## src/rtl/code_sweep_pkg.sv

```systemverilog
`default_nettype none
// ---------------------------------------------------------------------------
// code_sweep_pkg : shared types, mode codes and mask-walking helpers
// Rev 1.0
// ---------------------------------------------------------------------------
package code_sweep_pkg;

  typedef enum logic [1:0] {
    ST_IDLE  = 2'd0,
    ST_SWEEP = 2'd1,
    ST_DONE  = 2'd2
  } state_e;

  localparam logic [1:0] MODE_BIN  = 2'd0;
  localparam logic [1:0] MODE_GRAY = 2'd1;
  localparam logic [1:0] MODE_XS3  = 2'd2;
  localparam logic [1:0] MODE_BCD  = 2'd3;
  localparam int         NMODES    = 4;

  function automatic logic [1:0] first_set(input logic [NMODES-1:0] mask);
    logic [1:0] r;
    r = '0;
    for (int i = NMODES - 1; i >= 0; i--)
      if (mask[i]) r = 2'(i);
    return r;
  endfunction

  // Returns idx itself when no enabled mode lies above it.
  function automatic logic [1:0] next_set(input logic [NMODES-1:0] mask,
                                          input logic [1:0]        idx);
    logic [1:0] r;
    r = idx;
    for (int i = NMODES - 1; i >= 0; i--)
      if (mask[i] && (i > int'(idx))) r = 2'(i);
    return r;
  endfunction

  function automatic logic verdicts_agree(input logic [NMODES-1:0] mask,
                                          input logic [NMODES-1:0] gt,
                                          input logic [NMODES-1:0] lt,
                                          input logic [NMODES-1:0] eq);
    logic [1:0] f;
    logic       ok;
    f  = first_set(mask);
    ok = 1'b1;
    for (int i = 0; i < NMODES; i++)
      if (mask[i] && ({gt[i], lt[i], eq[i]} != {gt[f], lt[f], eq[f]})) ok = 1'b0;
    return ok;
  endfunction

endpackage
`default_nettype wire

```

## src/rtl/multi_code_system.sv

```systemverilog
`default_nettype none
// ---------------------------------------------------------------------------
// multi_code_system : 4-bit code converter and magnitude comparator
// Rev 1.0
// ---------------------------------------------------------------------------
module multi_code_system
  import code_sweep_pkg::*;
(
  input  logic [1:0] mode,
  input  logic [3:0] a,
  input  logic [3:0] b,
  output logic [3:0] conv_a,
  output logic [3:0] conv_b,
  output logic       gt,
  output logic       lt,
  output logic       eq
);

  function automatic logic [3:0] convert(input logic [1:0] m, input logic [3:0] v);
    logic [3:0] r;
    case (m)
      MODE_GRAY: r = v ^ (v >> 1);
      MODE_XS3:  r = v + 4'd3;
      MODE_BCD:  r = (v > 4'd9) ? 4'd9 : v;
      default:   r = v;
    endcase
    return r;
  endfunction

  assign conv_a = convert(mode, a);
  assign conv_b = convert(mode, b);
  assign gt     = conv_a > conv_b;
  assign lt     = conv_a < conv_b;
  assign eq     = conv_a == conv_b;

endmodule
`default_nettype wire

```

## src/rtl/code_sweep_sequencer.sv

```systemverilog
`default_nettype none
// ---------------------------------------------------------------------------
// code_sweep_sequencer : sweeps one operand pair through all enabled modes
// Rev 1.0
// ---------------------------------------------------------------------------
module code_sweep_sequencer
  import code_sweep_pkg::*;
#(
  parameter logic [3:0] MODE_MASK = 4'b1111
) (
  input  logic        clk,
  input  logic        rst,
  input  logic        in_valid,
  output logic        in_ready,
  input  logic [3:0]  a,
  input  logic [3:0]  b,
  output logic        out_valid,
  input  logic        out_ready,
  output logic [3:0]  cmp_gt,
  output logic [3:0]  cmp_lt,
  output logic [3:0]  cmp_eq,
  output logic [15:0] conv_a,
  output logic [15:0] conv_b,
  output logic        agree
);

  state_e      state_q, state_d;
  logic [1:0]  mode_idx_q, mode_idx_d;
  logic [3:0]  a_q, a_d, b_q, b_d;
  logic [3:0]  gt_q, gt_d, lt_q, lt_d, eq_q, eq_d;
  logic [15:0] conv_a_q, conv_a_d, conv_b_q, conv_b_d;
  logic        agree_q, agree_d;

  logic [3:0]  mcs_conv_a, mcs_conv_b;
  logic        mcs_gt, mcs_lt, mcs_eq;

  multi_code_system u_mcs (
    .mode   (mode_idx_q),
    .a      (a_q),
    .b      (b_q),
    .conv_a (mcs_conv_a),
    .conv_b (mcs_conv_b),
    .gt     (mcs_gt),
    .lt     (mcs_lt),
    .eq     (mcs_eq)
  );

  always_comb begin
    state_d    = state_q;
    mode_idx_d = mode_idx_q;
    a_d        = a_q;
    b_d        = b_q;
    gt_d       = gt_q;
    lt_d       = lt_q;
    eq_d       = eq_q;
    conv_a_d   = conv_a_q;
    conv_b_d   = conv_b_q;
    agree_d    = agree_q;
    case (state_q)
      ST_IDLE: begin
        if (in_valid) begin
          a_d        = a;
          b_d        = b;
          gt_d       = '0;
          lt_d       = '0;
          eq_d       = '0;
          conv_a_d   = '0;
          conv_b_d   = '0;
          agree_d    = 1'b0;
          mode_idx_d = first_set(MODE_MASK);
          state_d    = ST_SWEEP;
        end
      end
      ST_SWEEP: begin
        gt_d[mode_idx_q]                 = mcs_gt;
        lt_d[mode_idx_q]                 = mcs_lt;
        eq_d[mode_idx_q]                 = mcs_eq;
        conv_a_d[{mode_idx_q, 2'b00} +: 4] = mcs_conv_a;
        conv_b_d[{mode_idx_q, 2'b00} +: 4] = mcs_conv_b;
        // next_set returning the same index marks the last enabled mode
        if (next_set(MODE_MASK, mode_idx_q) == mode_idx_q) begin
          state_d = ST_DONE;
          agree_d = verdicts_agree(MODE_MASK, gt_d, lt_d, eq_d);
        end else begin
          mode_idx_d = next_set(MODE_MASK, mode_idx_q);
        end
      end
      ST_DONE: begin
        if (out_ready) state_d = ST_IDLE;
      end
      default: state_d = ST_IDLE;
    endcase
  end

  always_ff @(posedge clk) begin
    if (rst) begin
      state_q    <= ST_IDLE;
      mode_idx_q <= '0;
      a_q        <= '0;
      b_q        <= '0;
      gt_q       <= '0;
      lt_q       <= '0;
      eq_q       <= '0;
      conv_a_q   <= '0;
      conv_b_q   <= '0;
      agree_q    <= 1'b0;
    end else begin
      state_q    <= state_d;
      mode_idx_q <= mode_idx_d;
      a_q        <= a_d;
      b_q        <= b_d;
      gt_q       <= gt_d;
      lt_q       <= lt_d;
      eq_q       <= eq_d;
      conv_a_q   <= conv_a_d;
      conv_b_q   <= conv_b_d;
      agree_q    <= agree_d;
    end
  end

  always @(posedge clk) begin
    assert (MODE_MASK != 4'b0000) else $error("MODE_MASK must enable at least one mode");
  end

  assign in_ready  = (state_q == ST_IDLE) && !rst;
  assign out_valid = (state_q == ST_DONE);
  assign cmp_gt    = gt_q;
  assign cmp_lt    = lt_q;
  assign cmp_eq    = eq_q;
  assign conv_a    = conv_a_q;
  assign conv_b    = conv_b_q;
  assign agree     = agree_q;

endmodule
`default_nettype wire

```

## config.mk

```make
export PLATFORM = sky130hd
export DESIGN_NAME = code_sweep_sequencer
export DESIGN_NICKNAME = d
export VERILOG_FILES = /design/src/rtl/code_sweep_pkg.sv /design/src/rtl/multi_code_system.sv /design/src/rtl/code_sweep_sequencer.sv
export SDC_FILE = /design/constraint.sdc
export NUM_CORES = 1
export LEC_CHECK = 0
export ABC_CLOCK_PERIOD_IN_PS = 3570
export CAP_MARGIN = 20
export CORE_ASPECT_RATIO = 2
export CORE_MARGIN = 2
export CORE_UTILIZATION = 53
export CTS_BUF_LIST = sky130_fd_sc_hd__clkbuf_8
export DETAILED_ROUTE_END_ITERATION = 8
export MAX_ROUTING_LAYER = met4
export PLACE_DENSITY = 0.85
export SYNTH_ARGS = -nofsm -noshare
export SYNTH_HDL_FRONTEND = slang
export SYNTH_SLANG_ARGS = --single-unit
```

## constraint.sdc

```tcl
create_clock -name clk -period 3.57 [get_ports clk]
set_input_delay 0.714 -clock clk [delete_from_list [all_inputs] [get_ports clk]]
set_output_delay 0.714 -clock clk [all_outputs]
set_load 0.02 [all_outputs]
```

---- After elaboration in Yosys (flattened, before gate mapping) ----
Index checks and enable logic that the tools add are counted.
word-level totals
  bits in registers ....................... 57
  input bits .............................. 12
  output and inout port bits .............. 47
  word-level logic and storage cells ...... 97
operators by class
  add/sub/neg operators ................... 3
  magnitude comparators ................... 10
  equality and inequality tests ........... 15
  shifts and indexed selects .............. 3
  multiplexer cells ....................... 44
  bitwise gates (word level) .............. 2
  reductions and logical operators ........ 10
operator list
  operator                                                                       number
  16-bit case mux with 2 select lines                                            2
  16-bit bitwise mux                                                             2
  4-bit by 6-bit variable part select with 16-bit output                         2
  4-bit case mux with 2 select lines                                             3
  4-bit case mux with 3 select lines                                             2
  2-bit 2-to-1 mux                                                               11
  16-bit 2-to-1 mux                                                              1
  4-bit by 6-bit variable shift with 16-bit output (first input constant)        1
  4-bit bitwise mux                                                              3
  4-bit 2-to-1 mux                                                               3
  3-bit inequality test                                                          4
  1-bit 2-to-1 mux                                                               10
  3-bit AND reduction                                                            3
  4-bit by 2-bit adder with 4-bit output (second input constant)                 2
  4-bit > comparator (second input constant)                                     2
  4-bit by 3-bit XOR with 4-bit output                                           2
  1-bit binary-select mux with 2-bit select                                      3
  2-bit equality test (second input constant)                                    3
  2-bit by 3-bit less-than comparator with 1-bit output (second input constant)  2
  2-bit inequality test (second input constant)                                  3
  4-bit negation with 6-bit output                                               1
  2-bit case mux with 3 select lines                                             1
  2-bit by 1-bit equality test with 1-bit output (second input constant)         2
  4-bit equality test                                                            1
  15 further kinds                                                               18

---- Depth between registers and ports, before layout ----
  depth after elaboration ................. 17
  mapped depth ............................ 16
  mapped depth without buffers ............ 15

---- Modules after synthesis ----
From an unflattened synthesis, not the netlist that was laid out.
second synthesis, totals
  cell total of the unflattened synthesis .. 348
  area total of the unflattened synthesis .. 3019.1 µm²
modules (own cells, without submodules)
  module                times used  cells each  area an instance (µm²)  seq. area each (µm²)
  code_sweep_sequencer  1           256         2396.0                  1141.1
  multi_code_system     1           92          623.1                   0.0

---- Least setup slack after synthesis ----
OpenSTA, ideal clock, no wires.
  path type ............................... register to register
  start ................................... register mode_idx_q[0]
  end ..................................... register agree_q (netlist: agree)
  setup time .............................. 122 ps
  arrival time ............................ 2843 ps
  data required time ...................... 3448 ps
  path slack .............................. 605 ps
  cell stages (with the launch flop) ...... 14
  buffers on the path ..................... 3
  clock period less this slack ............ 2965 ps
  cells stage by stage .................... dfxtp_1 > inv_1 > ha_1 > buf_6 > inv_2 > clkbuf_1 > o21ai_0 > ha_1 > and4_1 > buf_2 > a21oi_2 > mux2_2 > o211ai_1 > o31ai_1
between the ends
  word-level cells in the longest chain between the ends .. 14
  elaborated cells on any way between the ends .. 42
  those cells by class .................... order compare: 7; eq/ne: 10; mux: 23; reduce/logical: 2
RTL lines
  element                                                                              RTL line                     RTL
  start, declared                                                                      code_sweep_sequencer.sv:28   logic [1:0] mode_idx_q, mode_idx_d;
  start signal, assigned                                                               code_sweep_sequencer.sv:109  mode_idx_q <= mode_idx_d;
  parallel branches: the longest is 14 deep, another holds 4-bit less-than comparator  --
  end signal, assigned                                                                 code_sweep_sequencer.sv:117  agree_q <= agree_d;
  end, declared                                                                        code_sweep_sequencer.sv:32   logic agree_q, agree_d;
Parallel ways; which one is timed is not known. The select of a mux whose other input is x is not followed.
A chain may end at the register's enable or synchronous reset.

---- Worst setup path after layout ----
Ends and elaborated chain as after synthesis.

==> out/qor.txt <==
Max Root-Sink Buffers -> 2
Min-Delay Path Class -> flip-flop to flip-flop
Adder-cell share of the synthesized area -> 0.0893
Final hold violation count -> 0
Setup TNS -> 0 ns
Starting density of the core -> 0.548
Tmin final -> 3.26 ns
RSZ-0062 raised after global routing -> no
Final WL -> 8430 um
Fill cells -> 452
Max FO, Critical Path -> 11
Die height -> 109 um
CTS buffer count -> 9
Setup crit start kind -> flip-flop
Die W -> 56.7 um
Htree depth -> 3
DRC Markers -> 0
Relative max-transition margin -> 0.368
Initial antenna violation count -> 0
Final antenna-violating net count -> 0
First-pass GRT wire length -> 13100 um
Die area -> 6200 um2
GR Overflow Total -> 0
Placer Congestion -> 0.912
Layout cells sized above 1 -> 0.112
Max Slew Vio Count -> 0
Post-synth EDFFs -> 0
Hold path cells -> 2
Most common cell on crit path -> ha_1
# Post-CTS Setup Buffers -> 0
Yosys top cell by area -> dfxtp_1
Syn avg cell area -> 8.60 um2
Nets -> 437
Xor and xnor area share after synthesis -> 0.00595
Synth async-reset ratio -> 0
CTS tree -> yes
Status -> completed
Final worst path period share -> 0.912
Vias -> 2930
Critical path class -> flip-flop to flip-flop
Worst skew pair latency -> 0.35 ns
Antenna diode count -> 0
FMAX -> 307 MHz
DRT iter0 DRCs -> 152
Cell Chain, Critical Path -> ha_1 > buf_4 > inv_4 > o22ai_1 > o2bb2ai_1 > inv_1 > ha_1 > and4_2 > mux2i_1 > o41ai_1 > o21ai_0 > o31ai_1
Simple-gate share of the synthesized area -> 0.166
Worst VDD drop -> 0.446 mV
Synth area leaders -> dfxtp_1, ha_1, a22oi_1
Rows -> 38
Yosys warns -> 0
First drt pass iteration count -> 5
Seq/Total Area, Yosys -> 0.388
Slew @ Worst Pin -> 0.939 ns
Commonest cells in the netlist -> dfxtp_1, nor2_1, a22oi_1
P per Cell Area -> 390 nW/um2
CP top delay family -> compound AO/OA/AOI/OAI gates
P_leak -> 1.38 nW
Netlist cell types -> 46
Post-synth top area share -> 0.388
Complex-gate fraction of the synthesized area -> 0.278
Slowest cell on the critical path -> dfxtp_1
Area delta synth->final -> 29.0%
Detailed-route vias per instance -> 6.25
Mapped Cells -> 342
Worst path depth -> 12
Io pins -> 59
Buf/Inv on CP -> 3
Post-synthesis mux area share -> 0.0208
Worst path max stage delay -> 0.50 ns
Drt wl/cell -> 18.0 um
PortBufs -> 58
Clk_skew -> 0.00729 ns
GRT Resource Usage Total -> 0.288
Max_cap viols -> 0
Detailed Place HPWL -> 6070 um
Hold_buf cts -> 0
Core ar. -> 5370 um2
Worst EP arrival -> 3.52 ns
Post-synth top flop -> dfxtp_1
CTS sink cnt -> 57
Post-Syn Nets -> 375
Pin count of the biggest net entering global routing -> 65
Root Buffer -> clkbuf_8
Largest family of logic cells by synthesized area -> compound AO/OA/AOI/OAI gates
Final Util -> 0.707
Cell area after synthesis -> 2940 um2
Final setup vio count -> 0
Worst-path clk slew -> 0.07 ns
Worst r2r path cells -> 12
Most common cell in the netlist -> dfxtp_1
Crit end category -> flip-flop
#FFs+latches synth -> 57
Vias in the first global route -> 2813
Worst EP required -> 3.84 ns
## registers in the layout, summed over array words and instances (netlist names)
name,cells
conv_b,16
a_q,4
conv_a,16
cmp_lt,4
cmp_gt,4
cmp_eq,4
b_q,4
agree,1
state_q,2
mode_idx_q,2
## final timing paths
kind	startpoint	end	slack, ns
setup reg to reg	mode_idx_q[0]	agree	0.31
hold reg to reg	conv_a[15]	conv_a[15]	0.49
setup / recovery	mode_idx_q[0]	agree	0.31
hold / removal	conv_a[15]	conv_a[15]	0.49
## through the flow
stage                     setup slack (ns)  std cells  area, um2  hold WS [ns]  power, mW
after floorplan                      0.605        342       2940         0.466      0.826
after global placement               0.345        453       3590         0.477      0.889
after detailed placement             0.238        453       3590         0.480      0.892
after CTS                            0.212        469       3790         0.494       1.48
after global routing                0.0133        469       3800         0.513       1.54
final                                0.315        469       3800         0.489       1.48
## area by class of cell
cell class	count	area (um2)	share of cell area
Clock buffer	10	138	0.0362
Timing Repair Buffer	71	673	0.177
Sequential cell	57	1140	0.301
Tap cell	60	75.1	0.0198
Multi-Input combinational cell	250	1650	0.435
Clock inverter	6	58.8	0.0155
Inverter	15	58.8	0.0155
## where the power goes
part / switching [mW] / total [mW] / internal (mW)
Sequential: 0.0156 / 0.662 / 0.647
Clock: 0.257 / 0.592 / 0.335
Combinational: 0.141 / 0.225 / 0.0843
Total: 0.413 / 1.48 / 1.07
## what timing repair did
item                                    in CTS  in global routing
endpoints found under the hold margin        0                  0
gates resized for setup                      0                  3
endpoints found under the setup margin       0                  1
## worst register-to-register path, cell delays in order (launching register included)
cell,delay [ns]
dfxtp_1,0.50
ha_1,0.36
buf_4,0.25
inv_4,0.09
o22ai_1,0.17
o2bb2ai_1,0.20
inv_1,0.08
ha_1,0.30
and4_2,0.30
mux2i_1,0.15
o41ai_1,0.43
o21ai_0,0.15
o31ai_1,0.19
## placed cells by master, fill, tap and decap left out, drive strengths merged, types with 3 or more instances in the layout
cell / count
a32oi: 5
o21bai: 3
ha: 21
buf: 14
o21ai: 11
mux2i: 5
nor3: 6
nor4: 3
a2bb2oi: 3
dfxtp: 57
a22o: 4
nor2: 50
inv: 16
nand3b: 7
o31ai: 7
clkbuf: 10
a22oi: 33
nor2b: 4
a21oi: 29
nand2: 28
clkdlybuf4s50: 57
o22ai: 10
## routing by layer
metal | wire length (um) | GRT usage
met5 | 0 | -
met2 | 4460 | 0.496
met1 | 2940 | 0.266
met3 | 509 | 0.0635
met4 | 523 | 0.236
## cell families (layout without fill, tap and decap cells)
group / count (synthesis) / count (layout)
buffers and inverters: 35 / 102
xor gates and xnor gates: 2 / 2
adders and majority gates: 21 / 21
and+or+nand+nor: 105 / 105
muxes: 6 / 6
AOI/OAI and AO/OA: 116 / 116
DFF: 57 / 57
No activity file was read; power rests on OpenSTA's default activity.
